[src/rtl/wave_capture_ctrl.sv]
// Purpose: arms on a rising zero crossing and writes one frame of scaled samples into the idle half of the capture RAM.
// Latency: one cycle from sample_ready to its RAM write; read_index flips one cycle after the display's idle rising edge.
// Backpressure: none; every sample_ready is accepted, and back-to-back samples give one write per cycle.
module wave_capture_ctrl #(
   parameter int SAMPLE_W = 16,
   parameter int OUT_W    = 8,
   parameter int ADDR_W   = 8
) (
   input  logic                clk,
   input  logic                reset,
   input  logic                sample_ready,
   input  logic [SAMPLE_W-1:0] new_sample,
   input  logic                wave_display_idle,
   output logic                write_enable,
   output logic [ADDR_W:0]     write_address,
   output logic [OUT_W-1:0]    write_sample,
   output logic                read_index,
   output logic                active
);

   typedef enum logic [1:0] {
      ARMED  = 2'd0,
      ACTIVE = 2'd1,
      WAIT   = 2'd2
   } state_t;

   state_t              state, state_d;
   logic [ADDR_W-1:0]   count, count_d;
   logic [SAMPLE_W-1:0] prev_sample;
   logic                idle_q;
   logic                read_index_d;
   logic                write_enable_d;
   logic [ADDR_W:0]     write_address_d;
   logic [OUT_W-1:0]    write_sample_d;

   logic idle_rise;
   logic crossing;
   logic [OUT_W-1:0] scaled;

   assign idle_rise = wave_display_idle & ~idle_q;
   // Negative previous sample followed by a non-negative one (exact zero counts).
   assign crossing  = prev_sample[SAMPLE_W-1] & ~new_sample[SAMPLE_W-1];
   // Top OUT_W bits with the sign flipped: two's complement to offset binary.
   assign scaled    = {~new_sample[SAMPLE_W-1], new_sample[SAMPLE_W-2 -: OUT_W-1]};
   assign active    = (state == ACTIVE);

   // Next-state, frame counter, buffer flip and write strobe decode.
   always_comb begin
      state_d         = state;
      count_d         = count;
      read_index_d    = read_index;
      write_enable_d  = 1'b0;
      write_address_d = write_address;
      write_sample_d  = write_sample;
      case (state)
         ARMED: begin
            if (sample_ready && crossing) begin
               state_d = ACTIVE;
               count_d = '0;
            end
         end
         ACTIVE: begin
            if (sample_ready) begin
               write_enable_d  = 1'b1;
               write_address_d = {~read_index, count};
               write_sample_d  = scaled;
               count_d         = count + ADDR_W'(1);
               if (count == {ADDR_W{1'b1}}) begin
                  state_d = WAIT;
               end
            end
         end
         WAIT: begin
            // Only a fresh rising edge flips, so the display always draws a whole frame from the old half.
            if (idle_rise) begin
               read_index_d = ~read_index;
               state_d      = ARMED;
            end
         end
         default: begin
            state_d = ARMED;
         end
      endcase
   end

   // State, counter, buffer index and registered RAM write port.
   always_ff @(posedge clk or posedge reset) begin
      if (reset) begin
         state         <= ARMED;
         count         <= '0;
         read_index    <= 1'b0;
         write_enable  <= 1'b0;
         write_address <= '0;
         write_sample  <= '0;
      end else begin
         state         <= state_d;
         count         <= count_d;
         read_index    <= read_index_d;
         write_enable  <= write_enable_d;
         write_address <= write_address_d;
         write_sample  <= write_sample_d;
      end
   end

   // Sample history for crossing detection and display idle edge history.
   always_ff @(posedge clk or posedge reset) begin
      if (reset) begin
         prev_sample <= '0;
         idle_q      <= 1'b0;
      end else begin
         idle_q <= wave_display_idle;
         if (sample_ready) begin
            prev_sample <= new_sample;
         end
      end
   end

endmodule

[config.mk]
export PLATFORM = sky130hd
export DESIGN_NAME = wave_capture_ctrl
export DESIGN_NICKNAME = d
export VERILOG_FILES = /design/src/rtl/wave_capture_ctrl.sv
export SDC_FILE = /design/constraint.sdc
export NUM_CORES = 1
export LEC_CHECK = 0
export ABC_AREA = 1
export BUFFER_PORTS_ARGS = -buffer_cell sky130_fd_sc_hd__buf_2
export CAP_MARGIN = 10
export CORE_MARGIN = 4
export CORE_UTILIZATION = 50
export CTS_BUF_LIST = sky130_fd_sc_hd__clkbuf_8
export CTS_CLUSTER_DIAMETER = 120
export DETAILED_ROUTE_END_ITERATION = 16
export GPL_TIMING_DRIVEN = 0
export PLACE_DENSITY = 0.81
export SLEW_MARGIN = 10
export SYNTH_ARGS = -nofsm -noshare
export SYNTH_HDL_FRONTEND = slang
export SYNTH_SLANG_ARGS = --single-unit
[constraint.sdc]
create_clock -name clk -period 2.5 [get_ports clk]
set_clock_uncertainty 0.15 [all_clocks]
set_input_delay 0.5 -clock clk [delete_from_list [all_inputs] [get_ports clk]]
set_output_delay 0.5 -clock clk [all_outputs]
set_load 0.05 [all_outputs]
* Word level (Yosys, flattened, before mapping)
Index checks and enable logic that the tools add are counted.
Storage, ports and cells: register bits 46, bits of input ports 20, output and inout port bits 20, word-level logic and storage cells 38
Cells by class: add/sub/neg operators 1, eq/ne operators 7, multiplexer cells 10, bitwise logic cells 5, reduce and logical (&&, ||, !) cells 7
Operators by type and width (number):
- $mux 8 | 2
- $pmux 8 s2 | 1
- $add 8x1->8 const B | 1
- $eq 8x8->1 const B | 1
- $mux 2 | 4
- $ne 2x2->1 const B | 3
- $pmux 2 s3 | 1
- $reduce_and 2->1 | 2
- $reduce_and 4->1 | 1
- $not 1->1 | 3
- $reduce_and 3->1 | 1
- $and 1x1->1 | 2
- $eq 2x1->1 const B | 1
- $eq 2x2->1 const B | 1
- $logic_not 2->1 | 1
- $mux 1 | 2
- $ne 2x1->1 const B | 1
- $reduce_bool 2->1 | 1
- $logic_and 1x1->1 | 1

* Depth between registers and ports, before layout
depth after elaboration 5, gate-level depth with buffers 8, mapped depth without buffers 8

* Least setup slack after synthesis
No wires, ideal clock.
path type register to register, start register state[1], end register write_address[8], library setup time 0.142 ns, arrival time 1.084 ns, required time 2.208 ns, slack 1.124 ns, stages on the path, launching flop included 8, path buffers 1, clock period less this slack 1.376 ns, cells stage by stage dfrtp_1 -> inv_1 -> nand2_2 -> inv_4 -> nand2_4 -> buf_4 -> nand2_1 -> o21ai_1
On the way: word-level cells in the longest chain between the ends 2
RTL lines:
- start, declared | RTL line 27 | state_t state, state_d;
- start signal, assigned | RTL line 96 | state <= state_d;
- $eq 2x1->1
- net active | RTL line 18 | output logic active
- $reduce_and 2->1 (no line)
- end signal, assigned | RTL line 100 | write_address <= write_address_d;
- end, declared | RTL line 15 | output logic [ADDR_W:0] write_address,
The timed path passes the listed nets, and every way through them passes these cells. A chain may end at the register's enable or synchronous reset.

* Worst setup path after layout
start register state[1], end output active
On the way: word-level cells in the longest chain between the ends 1
RTL lines:
- $eq 2x1->1 | RTL line 45 | assign active = (state == ACTIVE);
- end, declared | RTL line 18
Every way passes these cells.

==> run summary <==
The signal arrival time at the worst endpoint is 1.24 ns. The final routed DRC violation total came out at 0. During placement, the flow inserted port buffers numbering 31.

Based on the critical path, the design can be clocked at up to between 500 and 600 MHz. The floorplan die area came out at 0.00365 mm². Net switching is 38.7% of the power. Synthesis produced a netlist with a net count of 182. Setup repair after global routing left no endpoint under its margin.

For this block, the routed nets add up to 2.88 mm of wire. The detailed placement HPWL is 2.06 mm. After layout, the minimum clock period comes to 1.89 ns. The cell count after synthesis is about 160.

The maximum single-stage delay on the critical path is ~0.4 ns. Setup total negative slack on the finished layout was measured at 0 ns. The total of endpoints with negative setup slack in the final report came out at 0.

The maximum fanout count along the critical path came out at 6. The register bit count reported by yosys is 31. The number of global-route vias before repair came out at approximately 1,100.

Summing the sequential cell areas from Yosys gives 56.5% of the chip area. The detail route stage leaves a number of antenna-violating nets equal to 0. The share of the cycle needed by the critical path after routing is 75.6%. The layout cell share with drive strength beyond 1 is 24.7%. The flow ran to the end, and the final reports show no timing, DRC or antenna violations. The cell count after placement came out at 222. The first global-routing pass estimated 5.03 mm of wire. Clock latency on the worst-skew pair, taken at its later pin, is 0.28 ns.

The mapped netlist covers 0.00137 mm². Across all layers, the routed design uses 1,141 vias. The timing startpoint of the critical path is state[1].

The number of setup buffers added after CTS came out at 0. Sequential cells account for 46.1% of the total power. The combinational fraction of design power came out at roughly 30%. The element type at the critical path start is a flop. The number of hold buffers added after CTS was 0. The placeable core region came out at 0.00254 mm².

The number of iterations in the first detailed-routing pass is 4. TritonCTS built the clock tree. The critical path is of the reg2out type. In the final design database the tool counted 220 nets. The worst setup path is captured at an output pin.

The final worst setup slack is about 0.61 ns. The worst register-to-register path ends at count[5]. The number of distinct library cells after synthesis came out at 21. The standard cell with the maximum stage delay on the critical path is sky130_fd_sc_hd__dfrtp_1. The maximum vdd ir drop is 0.714 mV. The clock-pin transition on the worst setup and hold timing paths came out at ~0.06 ns. The data required time at the worst endpoint came out at approximately 1.9 ns.

The maximum clock insertion buffer count came out at 2. The analysis attributes to cell leakage a power of 0.888 nW. The internal portion of the total power is 0.000881 W. The via density per instance came out at 5.00. The actual transition at the worst max-transition pin is 0.644 ns. The number of rows created at floorplan is 18. The total congestion overflow came out at 0.

Per report_power, the clock group accounts for 24.3% of the total. The count of final max-slew check failures is 0. The power density over the cells is 877 mW/mm².

The number of clock sinks seen by CTS is 31. The number of antenna cells inserted is 0. The initial antenna violation count is 0. Dividing the detail-routed wire length by the instance count gives 12.6 µm.

The total power is 0.00144 W. 40 I/O pins were placed. The number of buffers inserted during clock tree synthesis came out at 5.

The max capacitance violation total is 0. The tree is rooted in a sky130_fd_sc_hd__clkbuf_8. The worst slew margin relative to its limit is 57.0%. Leaving out fill and tap cells, the most frequent cell in the layout is sky130_fd_sc_hd__nand2_1. The setup slack at placement is roughly 0.76 ns. The worst-case reg-to-reg path depth came out at 6. Leaving out fill and tap cells, the most frequent cells in the layout are sky130_fd_sc_hd__nand2_1, sky130_fd_sc_hd__buf_2, sky130_fd_sc_hd__dfrtp_1. The synthesized area per cell is 8.53 µm².

Compared with the post-synthesis result, the final layout area differs by 19.3%. The post-cts repair resize count is 0. The largest net degree at the start of global routing came out at 32. The overall die width is 60.4 µm. For flop-to-flop paths, the worst setup slack is about 1.1 ns.

The critical path goes through inv_1 -> nand2_2 -> inv_4 -> buf_2. The clock tree synthesis step divided the H-tree into 2 levels. The number of standard cells in the final layout excluding fillers came out at 228. The global-route usage over all layers came out at 19.3%.

The startpoint identified for the worst register-to-register timing path is state[1]. Measured along the y axis, the die boundary spans 60.4 µm. The number of failing hold endpoints at the final stage came to 0. The number of filler cells placed in the layout is 210. The tightest min-delay check is of the in2async type. The total of warnings raised by yosys is 0. The net switching power is ~0.00056 W.

The initial utilization of the core area, before any placement, comes to a little over half. For this block, the initial DRC count from the detailed router was 58. Routability-driven placement finished with a final weighted congestion of around 0.87.
[layer usage]
metal  wire length [µm]  vias up  track usage [%]
met5                  0        -                0
met4                 79        0             9.81
met3                186        9             7.23
met2               1420       43             31.0
met1               1190      517             22.7
li1                   -      572                -
[area by class of cell]
type                       instances  area, µm²  area share (%)
buffer                             3       20.0            1.22
clock buffer                       5       68.8            4.20
clock inverter                     1       3.75           0.229
inverter                          21       81.3            4.97
multi-input combinational        106        495            30.3
sequential                        31        776            47.4
tap                               30       37.5            2.29
timing repair buffer              31        155            9.47
[power groups by stage]
stage | logic [W] | clock network (W) | registers, W
after CTS | 0.000429 | 0.000356 | 0.000660
final | 0.000426 | 0.000349 | 0.000662
after global placement | 0.000417 | 0 | 0.000661
after global routing | 0.000472 | 0.000381 | 0.000673
after floorplan | 0.000154 | 0 | 0.000828
after detailed placement | 0.000427 | 0 | 0.000668
[cells by family after synthesis]
group	count (synthesis)	share of synthesized area (%)
DFF	31	56.5
and+or+nand+nor	85	27.4
adders and majority gates	1	0.911
xor gates and xnor gates	1	0.638
buffers and inverters	24	7.38
AOI/OAI and AO/OA	19	7.11
[synth_stat cells, drive strengths merged]
| library cell | number | area (µm²) |
|---|---|---|
| xnor2 | 1 | 8.76 |
| nand4 | 2 | 12.5 |
| nand3 | 10 | 62.6 |
| inv | 21 | 81.3 |
| dfrtp | 31 | 776 |
| o21ai | 17 | 85.1 |
| nand2 | 58 | 235 |
| buf | 3 | 20.0 |
| nor2 | 15 | 66.3 |
| o21a | 1 | 7.51 |
| a21oi | 1 | 5.00 |
| ha | 1 | 12.5 |
[worst max-delay path by stage]
stage | slack [ns] | cells past startpoint | to
finish | 0.61 | 4 | active
global route | 0.54 | 4 | active
CTS | 0.60 | 4 | active
detailed placement | 0.76 | 2 | write_address[4]
global placement | 0.81 | 2 | write_address[0]
floorplan | 1.12 | 7 | write_address[8]
[flip-flops by register name, summed over array words and instances (netlist names)]
signal,cells
write_enable,1
idle_q,1
write_address,9
read_index,1
write_sample,8
state,2
prev_sample,1
count,8
[metrics by stage]
stage               utilization, %  instance area, µm²  hold slack [ns]
global placement              61.5                1570            0.298
detailed placement            61.5                1570            0.307
finish                        64.4                1640            0.151
CTS                           64.4                1640            0.187
global route                  64.4                1640            0.183
floorplan                        -                1370            0.330
[worst max-delay path: cells and delay by family, from the launching register on]
kind          cells  cell delay (ns)
buf+inv           3             0.46
flops             1             0.40
simple gates      1             0.10
Power figures use the tool's default switching activity.
